$ cat config.mk
export PLATFORM = sky130hd
export DESIGN_NAME = ll_telemetry_tx
export DESIGN_NICKNAME = d
export VERILOG_FILES = /design/src/rtl/ll_telemetry_tx.sv
export SDC_FILE = /design/constraint.sdc
export NUM_CORES = 1
export LEC_CHECK = 0
export CAP_MARGIN = 20
export CORE_ASPECT_RATIO = 0.6
export CORE_MARGIN = 2
export CORE_UTILIZATION = 46
export DETAILED_ROUTE_END_ITERATION = 8
export PLACE_DENSITY_LB_ADDON = 0.25
export SLEW_MARGIN = 15
export SYNTH_ARGS = -nofsm -noshare
export SYNTH_HDL_FRONTEND = slang
export SYNTH_SLANG_ARGS = --single-unit
export TNS_END_PERCENT = 30
$ cat constraint.sdc
create_clock -name hz100 -period 11.9 [get_ports hz100]
set_clock_uncertainty 0.05 [all_clocks]
set_input_delay 1.19 -clock hz100 [delete_from_list [all_inputs] [get_ports hz100]]
set_output_delay 1.19 -clock hz100 [all_outputs]
set_load 0.01 [all_outputs]
$ cat src/rtl/ll_telemetry_tx.sv
// Lunar lander telemetry serializer: snapshots the BCD game state and streams a
// fixed 28-byte ASCII frame onto the byte-wide UART port, periodically or on land/crash.
module ll_telemetry_tx #(
    parameter int              PW     = 8,
    parameter logic [PW-1:0]   PERIOD = 8'd100
) (
    input  logic        hz100,
    input  logic        reset,
    input  logic [15:0] alt,
    input  logic [15:0] vel,
    input  logic [15:0] fuel,
    input  logic [15:0] thrust,
    input  logic        land,
    input  logic        crash,
    input  logic        txready,
    output logic [7:0]  txdata,
    output logic        txclk,
    output logic        busy,
    output logic [7:0]  frame_cnt
);

    typedef enum logic [1:0] {IDLE, LOAD, SEND, GAP} state_t;

    typedef struct packed {
        logic [15:0] alt;
        logic [15:0] vmag;
        logic [15:0] fuel;
        logic [15:0] thrust;
        logic        neg;
        logic        land;
        logic        crash;
    } snap_t;

    localparam logic [4:0] LAST_IDX = 5'd27;

    state_t        state, state_nx;
    snap_t         snap;
    logic [PW-1:0] timer;
    logic [4:0]    idx;
    logic          pending, land_q, crash_q;
    logic          tick, event_req, req;
    logic [7:0]    byte_sel;

    function automatic logic [7:0] digit(input logic [3:0] n);
        return (n <= 4'd9) ? (8'h30 + {4'h0, n}) : 8'h3F;
    endfunction

    // Ten's complement magnitude (0000 - v) by digit-serial BCD subtraction.
    function automatic logic [15:0] bcd_neg(input logic [15:0] v);
        logic [15:0] r;
        logic        b;
        logic [4:0]  d;
        r = '0;
        b = 1'b0;
        for (int i = 0; i < 4; i++) begin
            d = 5'd0 - {1'b0, v[4*i +: 4]} - {4'd0, b};
            b = d[4];
            r[4*i +: 4] = b ? (d[3:0] + 4'd10) : d[3:0];
        end
        return r;
    endfunction

    assign tick      = (PERIOD != '0) && (timer == PERIOD - PW'(1));
    assign event_req = (land & ~land_q) | (crash & ~crash_q);
    assign req       = tick | event_req;
    assign busy      = (state != IDLE);

    // Edge detectors follow the inputs through reset so a flag already high
    // at release does not fire a spurious event frame.
    always_ff @(posedge hz100) begin
        land_q  <= land;
        crash_q <= crash;
    end

    always_ff @(posedge hz100) begin
        if (!reset)
            timer <= '0;
        else if (tick || PERIOD == '0)
            timer <= '0;
        else
            timer <= timer + PW'(1);
    end

    always_comb begin
        state_nx = state;
        case (state)
            IDLE: if (req || pending) state_nx = LOAD;
            LOAD: state_nx = SEND;
            SEND: if (txready) state_nx = GAP;
            GAP:  state_nx = (idx == LAST_IDX) ? IDLE : SEND;
            default: state_nx = IDLE;
        endcase
    end

    always_comb begin
        byte_sel = 8'h00;
        case (idx)
            5'd0:  byte_sel = 8'h41;
            5'd1:  byte_sel = digit(snap.alt[15:12]);
            5'd2:  byte_sel = digit(snap.alt[11:8]);
            5'd3:  byte_sel = digit(snap.alt[7:4]);
            5'd4:  byte_sel = digit(snap.alt[3:0]);
            5'd6:  byte_sel = 8'h56;
            5'd7:  byte_sel = snap.neg ? 8'h2D : 8'h2B;
            5'd8:  byte_sel = digit(snap.vmag[15:12]);
            5'd9:  byte_sel = digit(snap.vmag[11:8]);
            5'd10: byte_sel = digit(snap.vmag[7:4]);
            5'd11: byte_sel = digit(snap.vmag[3:0]);
            5'd13: byte_sel = 8'h46;
            5'd14: byte_sel = digit(snap.fuel[15:12]);
            5'd15: byte_sel = digit(snap.fuel[11:8]);
            5'd16: byte_sel = digit(snap.fuel[7:4]);
            5'd17: byte_sel = digit(snap.fuel[3:0]);
            5'd19: byte_sel = 8'h54;
            5'd20: byte_sel = digit(snap.thrust[15:12]);
            5'd21: byte_sel = digit(snap.thrust[11:8]);
            5'd22: byte_sel = digit(snap.thrust[7:4]);
            5'd23: byte_sel = digit(snap.thrust[3:0]);
            5'd5, 5'd12, 5'd18, 5'd24: byte_sel = 8'h20;
            5'd25: byte_sel = snap.crash ? 8'h58 : (snap.land ? 8'h4C : 8'h52);
            5'd26: byte_sel = 8'h0D;
            5'd27: byte_sel = 8'h0A;
            default: byte_sel = 8'h00;
        endcase
    end

    always_ff @(posedge hz100) begin
        if (!reset) begin
            state     <= IDLE;
            pending   <= 1'b0;
            idx       <= '0;
            txdata    <= '0;
            txclk     <= 1'b0;
            frame_cnt <= '0;
            snap      <= '0;
        end else begin
            state <= state_nx;
            if (state_nx == LOAD)
                pending <= 1'b0;
            else if (req && state != IDLE)
                pending <= 1'b1;
            txclk <= (state == SEND) && txready;
            if (state == SEND && txready)
                txdata <= byte_sel;
            case (state)
                LOAD: begin
                    snap.alt    <= alt;
                    snap.vmag   <= (vel[15:12] == 4'd9) ? bcd_neg(vel) : vel;
                    snap.fuel   <= fuel;
                    snap.thrust <= thrust;
                    snap.neg    <= (vel[15:12] == 4'd9);
                    snap.land   <= land;
                    snap.crash  <= crash;
                    idx         <= '0;
                end
                GAP: begin
                    if (idx == LAST_IDX)
                        frame_cnt <= frame_cnt + 8'd1;
                    else
                        idx <= idx + 5'd1;
                end
                default: ;
            endcase
        end
    end

endmodule

# == Word-level counts from Yosys, hierarchy flattened ==
# Cells that the tools add are included.
# op_classes
eq_ne,34
n_addsub,30
magnitude_cmp,16
bitwise_logic,7
muxes,31
reduce_logical,12
# op_table
cell,count
case mux 7 bit (25 select lines),1
"adder 6 x 4 -> 7 bit, first input constant",16
two-way mux 7 bit,16
"less-or-equal comparator 4 bit, second input constant",16
"equality test 5 bit, second input constant",12
"equality test 5 x 4 -> 1 bit, second input constant",8
"equality test 5 x 3 -> 1 bit, second input constant",4
"subtractor 1 x 4 -> 5 bit, first input constant",4
"adder 4 bit, second input constant",4
"adder 8 x 1 -> 8 bit, second input constant",2
two-way mux 16 bit,1
two-way mux 4 bit,4
two-way mux 5 bit,3
subtractor 5 x 1 -> 5 bit,3
"equality test 5 x 2 -> 1 bit, second input constant",2
case mux 5 bit (2 select lines),1
"equality test 8 x 7 -> 1 bit, second input constant",1
case mux 2 bit (4 select lines),1
two-way mux 2 bit,3
"adder 5 x 1 -> 5 bit, second input constant",1
"equality test 5 x 1 -> 1 bit, second input constant",1
logical NOT 5 bit,1
"equality test 2 x 1 -> 1 bit, second input constant",2
"equality test 2 bit, second input constant",2
13 further kinds,21
# word_totals
register_bits,102
elab_cells,146
out_inout_bits,18
in_bits,69

# == Longest topological paths before layout ==
# Gate-level depths: netlist of the first run.
# depth
depth_word,9
ltp_mapped,21
depth_no_buf,21

# == Worst setup path before layout of the first run ==
# Ideal clock, no wire load.
# synth_timing
kind,input to register
from,in vel[0]
to,reg snap[49] (netlist name)
path_stages,21
t_arrival_ps,4687
t_required_ps,11718
slack_ps,7031
setup_ps,132
n_path_buf,0
path_cell_list,inv_1 ha_1 nor3b_1 ha_1 ha_1 a211oi_1 xnor2_1 ha_1 ha_1 a211oi_1 xnor2_1 ha_1 ha_1 inv_1 ha_1 inv_1 ha_1 nor2_1 a211oi_1 a211oi_1 nor3_1
# synth_between
elab_chain_len,7
# synth_lines
item,line_no,rtl
"start, declared",10,"input logic [15:0] vel,"
subtractor 1 x 4 -> 5 bit *,56,"d = 5'd0 - {1'b0, v[4*i +: 4]} - {4'd0, b};"
subtractor 5 x 1 -> 5 bit * (3 in a row),56,
adder 4 bit,58,r[4*i +: 4] = b ? (d[3:0] + 4'd10) : d[3:0];
two-way mux 4 bit *,58,
two-way mux 16 bit *,148,snap.vmag <= (vel[15:12] == 4'd9) ? bcd_neg(vel) : vel;
"end, declared",37,snap_t snap;
# Every way passes the cells marked *; elsewhere a longest branch is shown, timed or not.
# A chain may end at the register's enable or synchronous reset.

# == Final worst setup path of the first run ==
# layout_timing
from,in vel[1]
to,reg snap[49] (netlist name)
# Same word-level chain as after synthesis.

==> results of run 1 <==
[metal layers]
metal | global-route usage | up-vias
met1 | 0.397 | 2579
met5 | 0 | -
met3 | 0.0663 | 23
met4 | 0.0538 | 0
met2 | 0.392 | 216
li1 | - | 2704
[synthesized netlist by cell type, drive strengths merged, types with 2 or more instances]
library cell,count
o21bai,2
a221oi,4
or3,3
and4,2
mux2i,5
ha,30
a32o,2
a21o,3
a211oi,11
dfxtp,101
inv,34
o21a,13
buf,12
a21oi,102
o22ai,10
nand2b,9
nand2,144
o32ai,5
a31oi,3
nand4,6
o311a,2
and3,4
o311ai,2
nor2b,6
o211a,3
or2,3
nor3,18
nor2,67
nor3b,7
o31ai,2
nand3,15
nor4,5
and2,2
xor2,16
o21ai,21
nand4b,2
xnor2,11
nand3b,2
o211ai,7
clkbuf,31
[worst max-delay path, stage by stage]
cell	delay, ns
sky130_fd_sc_hd__clkdlybuf4s50_1	0.47
sky130_fd_sc_hd__inv_1	0.09
sky130_fd_sc_hd__ha_1	0.17
sky130_fd_sc_hd__nor3b_1	0.49
sky130_fd_sc_hd__ha_1	0.26
sky130_fd_sc_hd__ha_1	0.18
sky130_fd_sc_hd__a211oi_1	0.09
sky130_fd_sc_hd__xnor2_1	0.37
sky130_fd_sc_hd__ha_1	0.24
sky130_fd_sc_hd__ha_1	0.16
sky130_fd_sc_hd__a211oi_1	0.08
sky130_fd_sc_hd__xnor2_1	0.40
sky130_fd_sc_hd__ha_1	0.24
sky130_fd_sc_hd__ha_1	0.16
sky130_fd_sc_hd__inv_1	0.05
sky130_fd_sc_hd__ha_1	0.29
sky130_fd_sc_hd__inv_1	0.05
sky130_fd_sc_hd__ha_1	0.28
sky130_fd_sc_hd__nor2_1	0.13
sky130_fd_sc_hd__a211oi_1	0.06
sky130_fd_sc_hd__a211oi_1	0.25
sky130_fd_sc_hd__nor3_1	0.07
[flip-flops by register name, indices dropped and copies added, names as in the netlist]
name       cells
pending        1
crash_q        1
land_q         1
timer          8
frame_cnt      8
state          2
txdata         7
snap          67
idx            5
txclk          1
[final timing paths]
path / from / to / cells past startpoint
max: vel[1] / snap[49] / 22
min: txdata[0] / txdata[0] / 2
max reg2reg: idx[4] / txdata[0] / 6
min reg2reg: txdata[0] / txdata[0] / 2
[placed cells by master, fill, tap and decap left out, types with 6 or more instances in the layout]
cell,count
sky130_fd_sc_hd__nor2_1,67
sky130_fd_sc_hd__a21oi_1,102
sky130_fd_sc_hd__xor2_1,16
sky130_fd_sc_hd__ha_1,30
sky130_fd_sc_hd__nand2_1,144
sky130_fd_sc_hd__nor3_1,17
sky130_fd_sc_hd__o21ai_0,21
sky130_fd_sc_hd__clkdlybuf4s50_1,85
sky130_fd_sc_hd__xnor2_1,11
sky130_fd_sc_hd__o22ai_1,10
sky130_fd_sc_hd__nand3_1,15
sky130_fd_sc_hd__dfxtp_1,101
sky130_fd_sc_hd__o211ai_1,7
sky130_fd_sc_hd__clkbuf_16,9
sky130_fd_sc_hd__a211oi_1,11
sky130_fd_sc_hd__nand2b_1,9
sky130_fd_sc_hd__inv_1,33
sky130_fd_sc_hd__o21a_1,13
sky130_fd_sc_hd__nand4_1,6
sky130_fd_sc_hd__nor3b_1,7
[through the flow]
stage	instance area, sq um	utilization	instances	worst slack [ns]
final	6800	0.569	970	6.29
after global routing	6800	0.569	970	5.82
after CTS	6800	0.569	970	6.26
after detailed placement	6520	0.545	954	5.89
after global placement	6520	0.545	954	6.24
after floorplan	5600	-	743	7.03
[logic make-up (layout without fill, tap and decap cells)]
| family | count (synthesis) | count (layout) |
|---|---|---|
| XOR/XNOR | 27 | 27 |
| other | 1 | 1 |
| AND/OR/NAND/NOR | 298 | 298 |
| flip-flops | 101 | 101 |
| adder cells (fa/ha/maj) | 30 | 30 |
| AO/OA/AOI/OAI | 204 | 204 |
| buffers and inverters | 77 | 139 |
| multiplexers | 5 | 5 |
[power by group]
group	internal (mW)	total, mW	switching [mW]
Clock	0.146	0.285	0.139
Sequential	0.358	0.380	0.0218
Combinational	0.0588	0.129	0.0702
Total	0.563	0.794	0.231
[area by class of cell]
cell class                 instances  area (sq um)  area share
inverter                          34           128      0.0188
clock buffer                      10           229      0.0337
timing repair buffer              89           881       0.130
tap                              165           206      0.0304
sequential                       101          2020       0.297
multi-input combinational        565          3280       0.482
clock inverter                     6          55.1     0.00810
==> out/summary.md, run 1 <==
- run status: complete, no violations
- effective utilization at floorplan: 0.468
- insertion delay to the later sink of the worst-skew pair: 0.35 ns
- Final Hold Vio Count: 0
- clock-pin slew reported for the worst setup and hold paths after clock tree synthesis: 0.07 ns
- buffers from clock root to sink, at most: 2
- core area: 11900 sq um
- number of enable-type register cells in the synthesized netlist: 0
- setup repair bufs after CTS: 0
- DRC violation count after routing: 0
- fill cell instance count of the final layout: 1118
- number of resized instances in the post-cts repair step: 0
- achievable frequency: 178 MHz
- number of buffers inserted during clock tree synthesis: 9
- Post-DP HPWL: 12600 microns
- syn nets: 842
- largest driver fanout on the critical path: 5
- number of antenna cells inserted: 0
- crit start category: primary input
- sum of overflow across all layers after global routing: 0
- power density of the placed cells: 117 nW/um^2
- Yosys reg bits: 101
- Setup TNS Final: 0 ns
- post-synthesis cell type with the largest combined area: sky130_fd_sc_hd__dfxtp_1
- WL per Instance: 17.5 microns
- post-synthesis share of cell area spent on xor and xnor gates: 0.0423
- chip height: 89.4 microns
- highest routing layer actually used: met4
- most used flip-flop cell after synthesis: sky130_fd_sc_hd__dfxtp_1
- maximum vdd drop: 0.0613 mV
- count of unique library cells instantiated by Yosys: 59
- Avg Synthesized Cell Area: 7.53 sq um
- Final Total Pwr: 0.794 mW
- growth of design area from synthesis to finish: 21.5%
- max-slew violation count: 0
- fin crit period: 5.61 ns
- number of vias after detailed routing: 5522
- initial antenna violation count: 0
- category of the most critical setup path: primary input to flop
- final WL: 16900 microns
- number of warning messages in the yosys log: 0
- proportion of layout cells with a drive suffix above 1: 0.0323
- hold buffer count at CTS: 0
- metal2 WL: 6700 microns
- clock sink count: 101
- post-synthesis sequential area ratio: 0.361
- max-capacitance violation count: 0
- number of standard-cell rows in the floorplan: 31
- worst setup slack for register-to-register paths: 8.74 ns
- Hold WC Path Type: flop to flop
- worst path required time: 12.05 ns
- TritonCTS clock tree: done
- Antenna Violating Nets Remaining: 0
- P_leak: 2.51 nW
- CTS H-Tree Depth: 3
- proportion of synthesized flip-flops having asynchronous set or reset: 0
- fraction of the mapped netlist area in compound gates: 0.228
- I/O pin count: 87
- met3 routed WL: 1440 microns
- cell at the root of the clock tree: sky130_fd_sc_hd__clkbuf_16
- vias in the first global route: 5193
- worst rel slew slack: 0.350
- first drt pass iteration count: 5
- main combinational cell family by area after synthesis: simple AND/OR/NAND/NOR gates
- kind of capture point of the worst setup path: flop
- overall fraction of global-route tracks in use: 0.267
- synthesized cell area: 5600 sq um
- area of the die: 13100 sq um
- period utilization: 0.472
- Final setup violation count: 0
- number of input and output port buffers inserted: 85
- maximum number of pins on one net before global-route repair: 77
- Arr. time, crit path: 5.77 ns
- synthesized-area fraction occupied by and/or/nand/nor cells: 0.237
- largest cells by area after synthesis: sky130_fd_sc_hd__dfxtp_1, sky130_fd_sc_hd__nand2_1, sky130_fd_sc_hd__a21oi_1
- Post-Syn Instances: 743
- Least-Margin Pin Slew: 0.972 ns
- first-pass GRT wire length: 27300 microns
- portion of netlist area occupied by mux cells: 0.00894
- initial detailed-routing violation count: 489
- post-route worst hold slack: 0.405 ns
- setup repair after global routing missed its margin: false
- total routed wire length on the met1 layer: 8620 microns
- gp weighted congestion: 0.975
- Synth Area in Adders: 0.0671
- average vias per placed instance: 5.69
- number of nets in the layout: 899
- width of the die: 146 microns
- post-synth top area share: 0.361
No activity file was read; power rests on OpenSTA's default activity.
==> inputs of run 2 (changes only) <==
clock period = 5.6 ns   (was 11.9 ns; I/O delays follow)
==> run 2 against run 1 <==
Against the previous run: worst setup slack worse by 5.6 ns; hold slack about the same; core utilization up 0.073 points; die area is the same; critical endpoint unchanged.
==> out/summary.md, run 2 (synthesized netlist as in run 1, its figures left out) <==
- run status: complete, no violations, unchanged
- clock sink count: 101, unchanged
- chip height: 89.4 microns, unchanged
- max-slew violation count: 0, unchanged
- worst rel slew slack: 0.360, was 0.350
- cell at the root of the clock tree: sky130_fd_sc_hd__clkbuf_16, unchanged
- worst path required time: 5.75 ns, was 12.05 ns
- gp weighted congestion: 0.976, was 0.975
- initial detailed-routing violation count: 571, was 489
- area of the die: 13100 sq um, unchanged
- crit start category: primary input, unchanged
- Antenna Violating Nets Remaining: 0, unchanged
- setup repair after global routing missed its margin: false, unchanged
- Arr. time, crit path: 5.08 ns, was 5.77 ns
- largest driver fanout on the critical path: 5, unchanged
- clock-pin slew reported for the worst setup and hold paths after clock tree synthesis: 0.07 ns, about the same
- series of cell instances along the critical path: clkdlybuf4s50_1, inv_1, ha_1, nor3b_1, ha_1, ha_1, a211oi_1, xnor2_1, ha_1, ha_1, a211oi_1, xnor2_1, ha_1, ha_1, inv_1, ha_1, inv_1, ha_1, nor2_1, a211oi_1, a211oi_1, nor3_1, unchanged
- first drt pass iteration count: 6, was 5
- hold buffer count at CTS: 0, unchanged
- buffers from clock root to sink, at most: 2, unchanged
- fin crit period: 4.94 ns
- Setup TNS Final: 0 ns, unchanged
- Post-DP HPWL: 12500 microns, was 12600 microns
- number of antenna cells inserted: 0, unchanged
- GR Util met1: 0.406, was 0.397
- P_leak: 2.52 nW, was 2.51 nW
- maximum vdd drop: 0.203 mV, was 0.0613 mV
- commonest non-fill, non-tap cell in the layout: sky130_fd_sc_hd__nand2_1, unchanged
- proportion of layout cells with a drive suffix above 1: 0.0335, was 0.0323
- growth of design area from synthesis to finish: 21.7%, was 21.5%
- non-filler cells in the finished layout: 970, unchanged
- global-route layer with the greatest usage: met1, unchanged
- power density of the placed cells: 249 nW/um^2, was 117 nW/um^2
- maximum number of pins on one net before global-route repair: 77, unchanged
- Least-Margin Pin Slew: 0.958 ns, was 0.972 ns
- core area: 11900 sq um, unchanged
- register with the highest flop count: snap, unchanged
- number of buffers inserted during clock tree synthesis: 9, unchanged
- overall fraction of global-route tracks in use: 0.259, was 0.267
- Final setup violation count: 0, unchanged
- number of input and output port buffers inserted: 85, unchanged
- commonest non-fill, non-tap cells in the layout: sky130_fd_sc_hd__nand2_1, sky130_fd_sc_hd__a21oi_1, sky130_fd_sc_hd__dfxtp_1, unchanged
- vias in the first global route: 5037, was 5193
- Critical Path Most Common Cell: sky130_fd_sc_hd__ha_1, unchanged
- area of placed instances: 6520 sq um, unchanged
- WL per Instance: 17.2 microns, was 17.5 microns
- insertion delay to the later sink of the worst-skew pair: 0.35 ns, about the same
- I/O pin count: 87, unchanged
- cell type group with the largest total delay on the critical path: adder cells, unchanged
- maximum cell stage delay along the critical path: 0.46 ns, was 0.49 ns
- post-route worst hold slack: 0.406 ns, was 0.405 ns
- post-route standard cell area excluding fillers: 6810 sq um, was 6800 sq um
- average vias per placed instance: 5.74, was 5.69
- kind of capture point of the worst setup path: flop, unchanged
- width of the die: 146 microns, unchanged
- global-route met2 utilization: 0.369, was 0.392
- biggest registers after layout: snap x67, frame_cnt x8, timer x8, unchanged
- number of nets in the layout: 899, unchanged
- sum of overflow across all layers after global routing: 0, unchanged
- Final Total Pwr: 1.70 mW, was 0.794 mW
- Inst Count DP: 954, unchanged
- worst slack after detailed placement: 0.294 ns, was 5.89 ns
- Hold WC Path Type: flop to flop, unchanged
- number of flip-flops in the largest register: 67, unchanged
- first-pass GRT wire length: 26600 microns, was 27300 microns
- DRC violation count after routing: 0, unchanged
- share of the core filled with cells: 0.570, was 0.569
- TritonCTS clock tree: done, unchanged
- period utilization: 0.881
- number of vias after detailed routing: 5563, was 5522
- number of resized instances in the post-cts repair step: 0, unchanged
- met3 capacity usage during global routing: 0.0464, was 0.0663
- max-capacitance violation count: 0, unchanged
- Critical Path Slowest Stage Cell: sky130_fd_sc_hd__clkdlybuf4s50_1, was sky130_fd_sc_hd__nor3b_1
- Final Hold Vio Count: 0, unchanged
- CTS H-Tree Depth: 3, unchanged
- achievable frequency: 203 MHz
- category of the most critical setup path: primary input to flop, unchanged
- number of standard-cell rows in the floorplan: 31, unchanged
- initial antenna violation count: 0, unchanged
- final WL: 16700 microns, was 16900 microns
- worst path buffer plus inverter count: 4, unchanged
- setup repair bufs after CTS: 0, unchanged
- worst path setup slack after routing: 0.664 ns, was 6.29 ns
- effective utilization at floorplan: 0.468, unchanged
[run 2: changes by cell type in the layout (fill, tap and decap cells not counted)]
| cell | before | now |
|---|---|---|
| sky130_fd_sc_hd__clkinv_8 | 0 | 1 |
| sky130_fd_sc_hd__inv_6 | 1 | 3 |
| sky130_fd_sc_hd__clkinv_2 | 0 | 1 |
| sky130_fd_sc_hd__inv_8 | 2 | 1 |
| sky130_fd_sc_hd__clkbuf_1 | 1 | 0 |
| sky130_fd_sc_hd__clkinvlp_4 | 2 | 0 |
[run 2: where the power goes]
part           internal [mW]  switching [mW]
Sequential             0.761          0.0477
Clock                  0.314           0.303
Combinational          0.124           0.146
[run 2: layout make-up]
class / count / area (sq um)
Timing Repair Buffer: 89 / 881
Multi-Input combinational cell: 565 / 3280
Sequential cell: 101 / 2020
Clock inverter: 7 / 67.6
Fill cell: 1117 / 5140
Clock buffer: 9 / 225
Tap cell: 165 / 206
Inverter: 34 / 128
[run 2: per-layer routing]
metal,vias up,wire length [microns]
met4,0,186
met1,2624,8520
li1,2702,-
met2,214,6670
met5,-,0
met3,23,1330
[run 2: worst reg2reg max path: stages (launching register included)]
cell                       delay, ns
sky130_fd_sc_hd__dfxtp_1        0.86
sky130_fd_sc_hd__nand2b_1       0.54
sky130_fd_sc_hd__nor2_1         0.24
sky130_fd_sc_hd__or3_1          0.48
sky130_fd_sc_hd__o41ai_4        0.57
sky130_fd_sc_hd__a31o_1         0.27
sky130_fd_sc_hd__a21oi_1        0.09
[run 2: path summary, 6_finish.rpt]
check,slack [ns],start,depth (start not counted),endpoint
max,0.66,vel[1],22,snap[49]
min,0.41,snap[19],2,snap[19]
max reg2reg,2.36,idx[2],6,txdata[0]
min reg2reg,0.41,snap[19],2,snap[19]
